==> src/rtl/psr_flag_unit.sv <==
// CPSR/SPSR condition-flag stage: captures ALU flags, saves/restores them on
// exceptions, evaluates the ARM condition field and feeds C back as carry-in.
module psr_flag_unit #(
    parameter bit NV_PASS = 1'b0
) (
    input  logic       clk,
    input  logic       reset_n,
    input  logic       stall,
    input  logic       alu_n,
    input  logic       alu_z,
    input  logic       alu_c,
    input  logic       alu_v,
    input  logic       shifter_c,
    input  logic       s_update,
    input  logic       logical_op,
    input  logic       msr_we,
    input  logic [3:0] msr_data,
    input  logic       exc_save,
    input  logic       exc_restore,
    input  logic [3:0] cond,
    output logic [3:0] flags,
    output logic [3:0] spsr_flags,
    output logic       alu_cin,
    output logic       cond_pass,
    output logic       cond_pass_q
);

    logic [3:0] flags_q, flags_d;
    logic [3:0] spsr_q, spsr_d;
    logic       cond_pass_reg_q;
    logic       flag_n, flag_z, flag_c, flag_v;

    assign {flag_n, flag_z, flag_c, flag_v} = flags_q;

    // Restore outranks MSR, which outranks the ALU; logical ops keep V.
    always_comb begin
        flags_d = flags_q;
        if (exc_restore) begin
            flags_d = spsr_q;
        end else if (msr_we) begin
            flags_d = msr_data;
        end else if (s_update) begin
            if (logical_op) begin
                flags_d = {alu_n, alu_z, shifter_c, flags_q[0]};
            end else begin
                flags_d = {alu_n, alu_z, alu_c, alu_v};
            end
        end
    end

    // SPSR always takes the pre-edge CPSR, so save+restore is a swap.
    always_comb begin
        spsr_d = spsr_q;
        if (exc_save) begin
            spsr_d = flags_q;
        end
    end

    always_comb begin
        cond_pass = 1'b0;
        case (cond)
            4'b0000: cond_pass = flag_z;
            4'b0001: cond_pass = ~flag_z;
            4'b0010: cond_pass = flag_c;
            4'b0011: cond_pass = ~flag_c;
            4'b0100: cond_pass = flag_n;
            4'b0101: cond_pass = ~flag_n;
            4'b0110: cond_pass = flag_v;
            4'b0111: cond_pass = ~flag_v;
            4'b1000: cond_pass = flag_c & ~flag_z;
            4'b1001: cond_pass = ~flag_c | flag_z;
            4'b1010: cond_pass = (flag_n == flag_v);
            4'b1011: cond_pass = (flag_n != flag_v);
            4'b1100: cond_pass = ~flag_z & (flag_n == flag_v);
            4'b1101: cond_pass = flag_z | (flag_n != flag_v);
            4'b1110: cond_pass = 1'b1;
            default: cond_pass = NV_PASS;
        endcase
    end

    // An unknown stall falls to the hold branch and leaves state intact.
    always_ff @(posedge clk or negedge reset_n) begin
        if (!reset_n) begin
            flags_q         <= 4'b0000;
            spsr_q          <= 4'b0000;
            cond_pass_reg_q <= 1'b0;
        end else if (stall == 1'b0) begin
            flags_q         <= flags_d;
            spsr_q          <= spsr_d;
            cond_pass_reg_q <= cond_pass;
        end
    end

    assign flags       = flags_q;
    assign spsr_flags  = spsr_q;
    assign alu_cin     = flags_q[1];
    assign cond_pass_q = cond_pass_reg_q;

endmodule

==> config.mk <==
export PLATFORM = sky130hd
export DESIGN_NAME = psr_flag_unit
export DESIGN_NICKNAME = d
export VERILOG_FILES = /design/src/rtl/psr_flag_unit.sv
export SDC_FILE = /design/constraint.sdc
export NUM_CORES = 1
export LEC_CHECK = 0
export CELL_PAD_IN_SITES_DETAIL_PLACEMENT = 0
export CELL_PAD_IN_SITES_GLOBAL_PLACEMENT = 2
export CORE_MARGIN = 5
export CORE_UTILIZATION = 22
export DETAILED_ROUTE_END_ITERATION = 10
export GPL_TIMING_DRIVEN = 0
export PLACE_DENSITY = 0.89
export SLEW_MARGIN = 0
export SYNTH_ARGS = -nofsm -noshare
export SYNTH_HDL_FRONTEND = slang
export SYNTH_SLANG_ARGS = --single-unit
==> constraint.sdc <==
create_clock -name clk -period 2.3 [get_ports clk]
set_clock_uncertainty 0.15 [all_clocks]
set_input_delay 0.345 -clock clk [delete_from_list [all_inputs] [get_ports clk]]
set_output_delay 0.345 -clock clk [all_outputs]
set_load 0.02 [all_outputs]
# After elaboration in Yosys (flattened, before gate mapping)
# Index checks and enable logic that the tools add are counted.
# word_totals
reg_bits	9
wordCells	40
# classes
reduce_logical	5
n_mux	5
n_bitwise	9
eq_ne	17
# op_table
operator	n
equality test 4 bit, second input constant	7
equality test 4 x 3 -> 1 bit, second input constant	4
one-hot mux 1 bit (15 select lines)	1
2-to-1 mux 4 bit	3
equality test 4 x 2 -> 1 bit, second input constant	2
NOT 1 bit	5
equality test 4 x 1 -> 1 bit, second input constant	1
zero test 4 bit	1
AND reduction 2 bit	2
inequality test 3 x 1 -> 1 bit, second input constant	1
AND reduction 3 bit	1
nonzero test 3 bit	1
AND 1 bit	2
2-to-1 mux 2 bit	1
OR 1 bit	2
equality test 1 bit	1
inequality test 1 bit	1

# Depth between registers and ports, before layout
# Gate-level depths: netlist of the first run.
# depth
ltp_word	4
ltp_mapped	5

# Worst setup path after synthesis of the first run
# No wires, ideal clock.
# synth_path
path_kind	reg-to-output
from	register flags_q[3], in the netlist flags[3]
to	output cond_pass
arrival_ns	1.487
path_slack_ns	0.318
path_stages_with_launch	5
path_cell_list	dfrtp_1 > or4b_1 > a31oi_2 > a22oi_1 > nand3_1
# synth_between
elab_chain_len	3
word_cells_on_any_way	6
classes_between	2 x eq/ne; 1 x mux; 3 x bitwise
# synth_rtl
item	line	source
start, declared	28	logic [3:0] flags_q, flags_d;
start signal, assigned	88	flags_q <= flags_d;
inequality test 1 bit or equality test 1 bit (tied branches)	n/a	
OR 1 bit or AND 1 bit (tied branches)	75, 74	
one-hot mux 1 bit (15 select lines) (*)	61	case (cond)
end, declared	24	output logic cond_pass,
# Mark *: on every way between the ends. The rest lies on a longest branch, timed or not.

# Final worst setup path of the first run
# Same ends and word-level chain as after synthesis.

==> run metrics, run 1 <==
commonest non-fill, non-tap cell in the layout=clkdlybuf4s50_1; vias in the first global route=745; Post-DP HPWL=1.480 mm; PortBufs=29; Least-Margin Pin Slew=0.4086 ns; largest net degree at the start of global routing=11; crit path time final=about 2.2 ns; Clk Latency, worst-skew pair=0.25 ns; row cnt=20; Initial DRC Count=9; period utilization=96.32%; Antenna Cells=0; Worst-path clk slew=0.06 ns; Startpoint Class=register; Setup violations, final=0; via count=684; I/O pins=32; Fmax achieved=451.4 MHz; post-synthesis cell area=670.6 um2; Hold Vio Cnt, Final=0; #FFs+latches synth=9; met1 usage=11.31%; Final nets=132; Area Growth Syn to Fin=64.55%; Mapped Cells=73; DRT antenna net count=0; critical path type=register to primary output; Detailed Route WL=between 1.5 and 2 mm; CTS buffer count=3; placed cells=135; met3 Use GR=3.077%; final std cells w/o fill=143; most frequent cells in the layout=clkdlybuf4s50_1, nor2_1, dfrtp_1, nand2_1; die width=65.21 um; number of H-tree levels=1; Power Dens Cells=674.5 nW/um2; die area=4252 um2; Hold Crit Class=input pin to asynchronous set/reset pin; Routed WL per cell=12.90 um; Core ar.=approximately 3000 um2; Avg Cell Area, Syn=between 9 and 10 um2; Root Driver=clkbuf_4; RSZ-0062 raised after global routing=no; Die H=65.21 um; met2 usage=~16%; relative max-transition margin=72.68%; DRC Markers=0; # clock sinks=9; drt first pass iters=4; Crit Path Max Fanout=2; GR peak layer=met2; Leakage=0.0004615 uW; MaxCap Viol Count=0; gr ovfl total=0; status=finished, final reports clean; Synth warnings=0; Synth Net Count=94; Slew Limit Fails=0; layout cells sized above 1=around a fifth; DP Worst Slack=-0.6277 ns; Total GRT Usage=9.394%; CP required=1.80 ns; sequential fraction of the synthesis area=33.58%; Clock Path Buffers=2; Vias/cell=4.783; Crit. End Element=primary output; post-synth cell types=31; maximum VDD drop=between 0.0002 and 0.0003 V; worst setup margin=roughly 0.085 ns; first-pass GRT wire length=3.249 mm; CTS Hold Bufs=0; Final GP Congestion=a little under 0.7; initial antenna violation count=0; crit path DAT=1.72 ns; Starting Density=about 23%; CTS tree=built
-- power breakdown --
part	switching [uW]	internal, uW
combinational	175	212
clock	49.2	66.5
sequential	40.2	201
-- area by class of cell --
class / count / area, um2
buffer: 5 / 36.28
sequential: 9 / 227.7
fill: 311 / 1874
clock buffer: 4 / 26.28
multi-input combinational: 58 / 442.9
timing repair buffer: 33 / 325.3
inverter: 1 / 3.754
tap: 33 / 41.29
-- timing repair --
item                                    in CTS  in global routing
endpoints found under the setup margin       1                  1
resized for setup                           17                  4
endpoints found under the hold margin        0                  0
setup buffers                                1                  3
pin swaps                                    2                  1
-- Yosys cell counts --
cell type / count / area (um2)
a22oi_1: 2 / 15.01
or4b_1: 1 / 10.01
buf_2: 1 / 5.000
nand4b_1: 2 / 17.52
a221oi_1: 2 / 17.52
o22ai_1: 1 / 6.260
a21o_1: 1 / 7.510
dfrtp_1: 9 / 225.2
nor2b_1: 2 / 12.51
mux2_1: 2 / 22.52
a31oi_2: 1 / 12.51
buf_4: 1 / 7.510
nand3_1: 1 / 5.000
nand2b_1: 2 / 12.51
a31o_2: 1 / 8.760
xor2_1: 2 / 17.52
mux2_2: 5 / 56.30
a22o_1: 1 / 8.760
and2_1: 1 / 6.260
nor3b_1: 2 / 15.01
nor3_1: 1 / 5.000
a32oi_1: 1 / 8.760
inv_1: 1 / 3.750
nor2_1: 7 / 26.28
clkbuf_1: 3 / 11.26
and3b_1: 1 / 8.760
o21ai_0: 5 / 25.02
a21oi_1: 1 / 5.000
mux2i_1: 5 / 50.05
nand2_1: 6 / 22.52
nand3b_1: 2 / 15.01
-- path summary, 6_finish.rpt --
check	end	from	depth (start not counted)	slack, ns
setup reg to reg	cond_pass_q	flags[3]	4	0.60
min in group clk	cond_pass_q	cond_pass_q	2	0.37
max in group asynchronous	flags[0]	reset_n	1	1.45
setup / recovery	cond_pass	flags[3]	5	0.08
hold / removal	spsr_flags[0]	reset_n	1	0.24
hold reg to reg	cond_pass_q	cond_pass_q	2	0.37
-- metal layers --
layer  part of all wire (%)  vias to the layer above
met3                    7.3                        0
met4                      0                        0
met5                      0                        -
li1                       -                      344
met2                     51                       26
met1                     42                      314
-- flip-flops by register name, summed over array words and instances, names as in the netlist --
name         count
flags            4
spsr_flags       4
cond_pass_q      1
-- critical path: stages (launching register included) --
cell and delay, ns:
dfrtp_2 0.41, or4b_4 0.55, a31oi_4 0.19, a22oi_1 0.10, nand3_1 0.09, buf_6 0.12
-- stage by stage --
step | TNS, ns | total power [uW] | utilization, % | hold WS, ns | area [um2]
final | 0 | 744.3 | 37.06 | 0.2386 | 1104
after global routing | 0 | 803.3 | 37.06 | 0.2570 | 1104
after CTS | 0 | 733.3 | 36.01 | 0.2577 | 1072
after detailed placement | -0.6277 | 589.9 | 33.66 | 0.3628 | 1002
after global placement | -0.6149 | 584.2 | 33.66 | 0.3571 | 1002
after floorplan | 0 | 420.7 | - | -0.1006 | 670.6
-- logic make-up after synthesis --
| kind of cell | Yosys count | share of synthesized area (%) |
|---|---|---|
| mux | 12 | 19.22 |
| xor+xnor | 2 | 2.612 |
| simple gates | 28 | 23.32 |
| compound gates | 16 | 17.16 |
| buf+inv | 6 | 4.104 |
| flops | 9 | 33.58 |
(Power assumes the default switching activity.)
==> run 2: changes to the inputs <==
Settings changed: CTS_CLUSTER_DIAMETER set to 100.
==> results of run 2 <==
The final DEF is identical to that of run 1; final timing and power are the same.
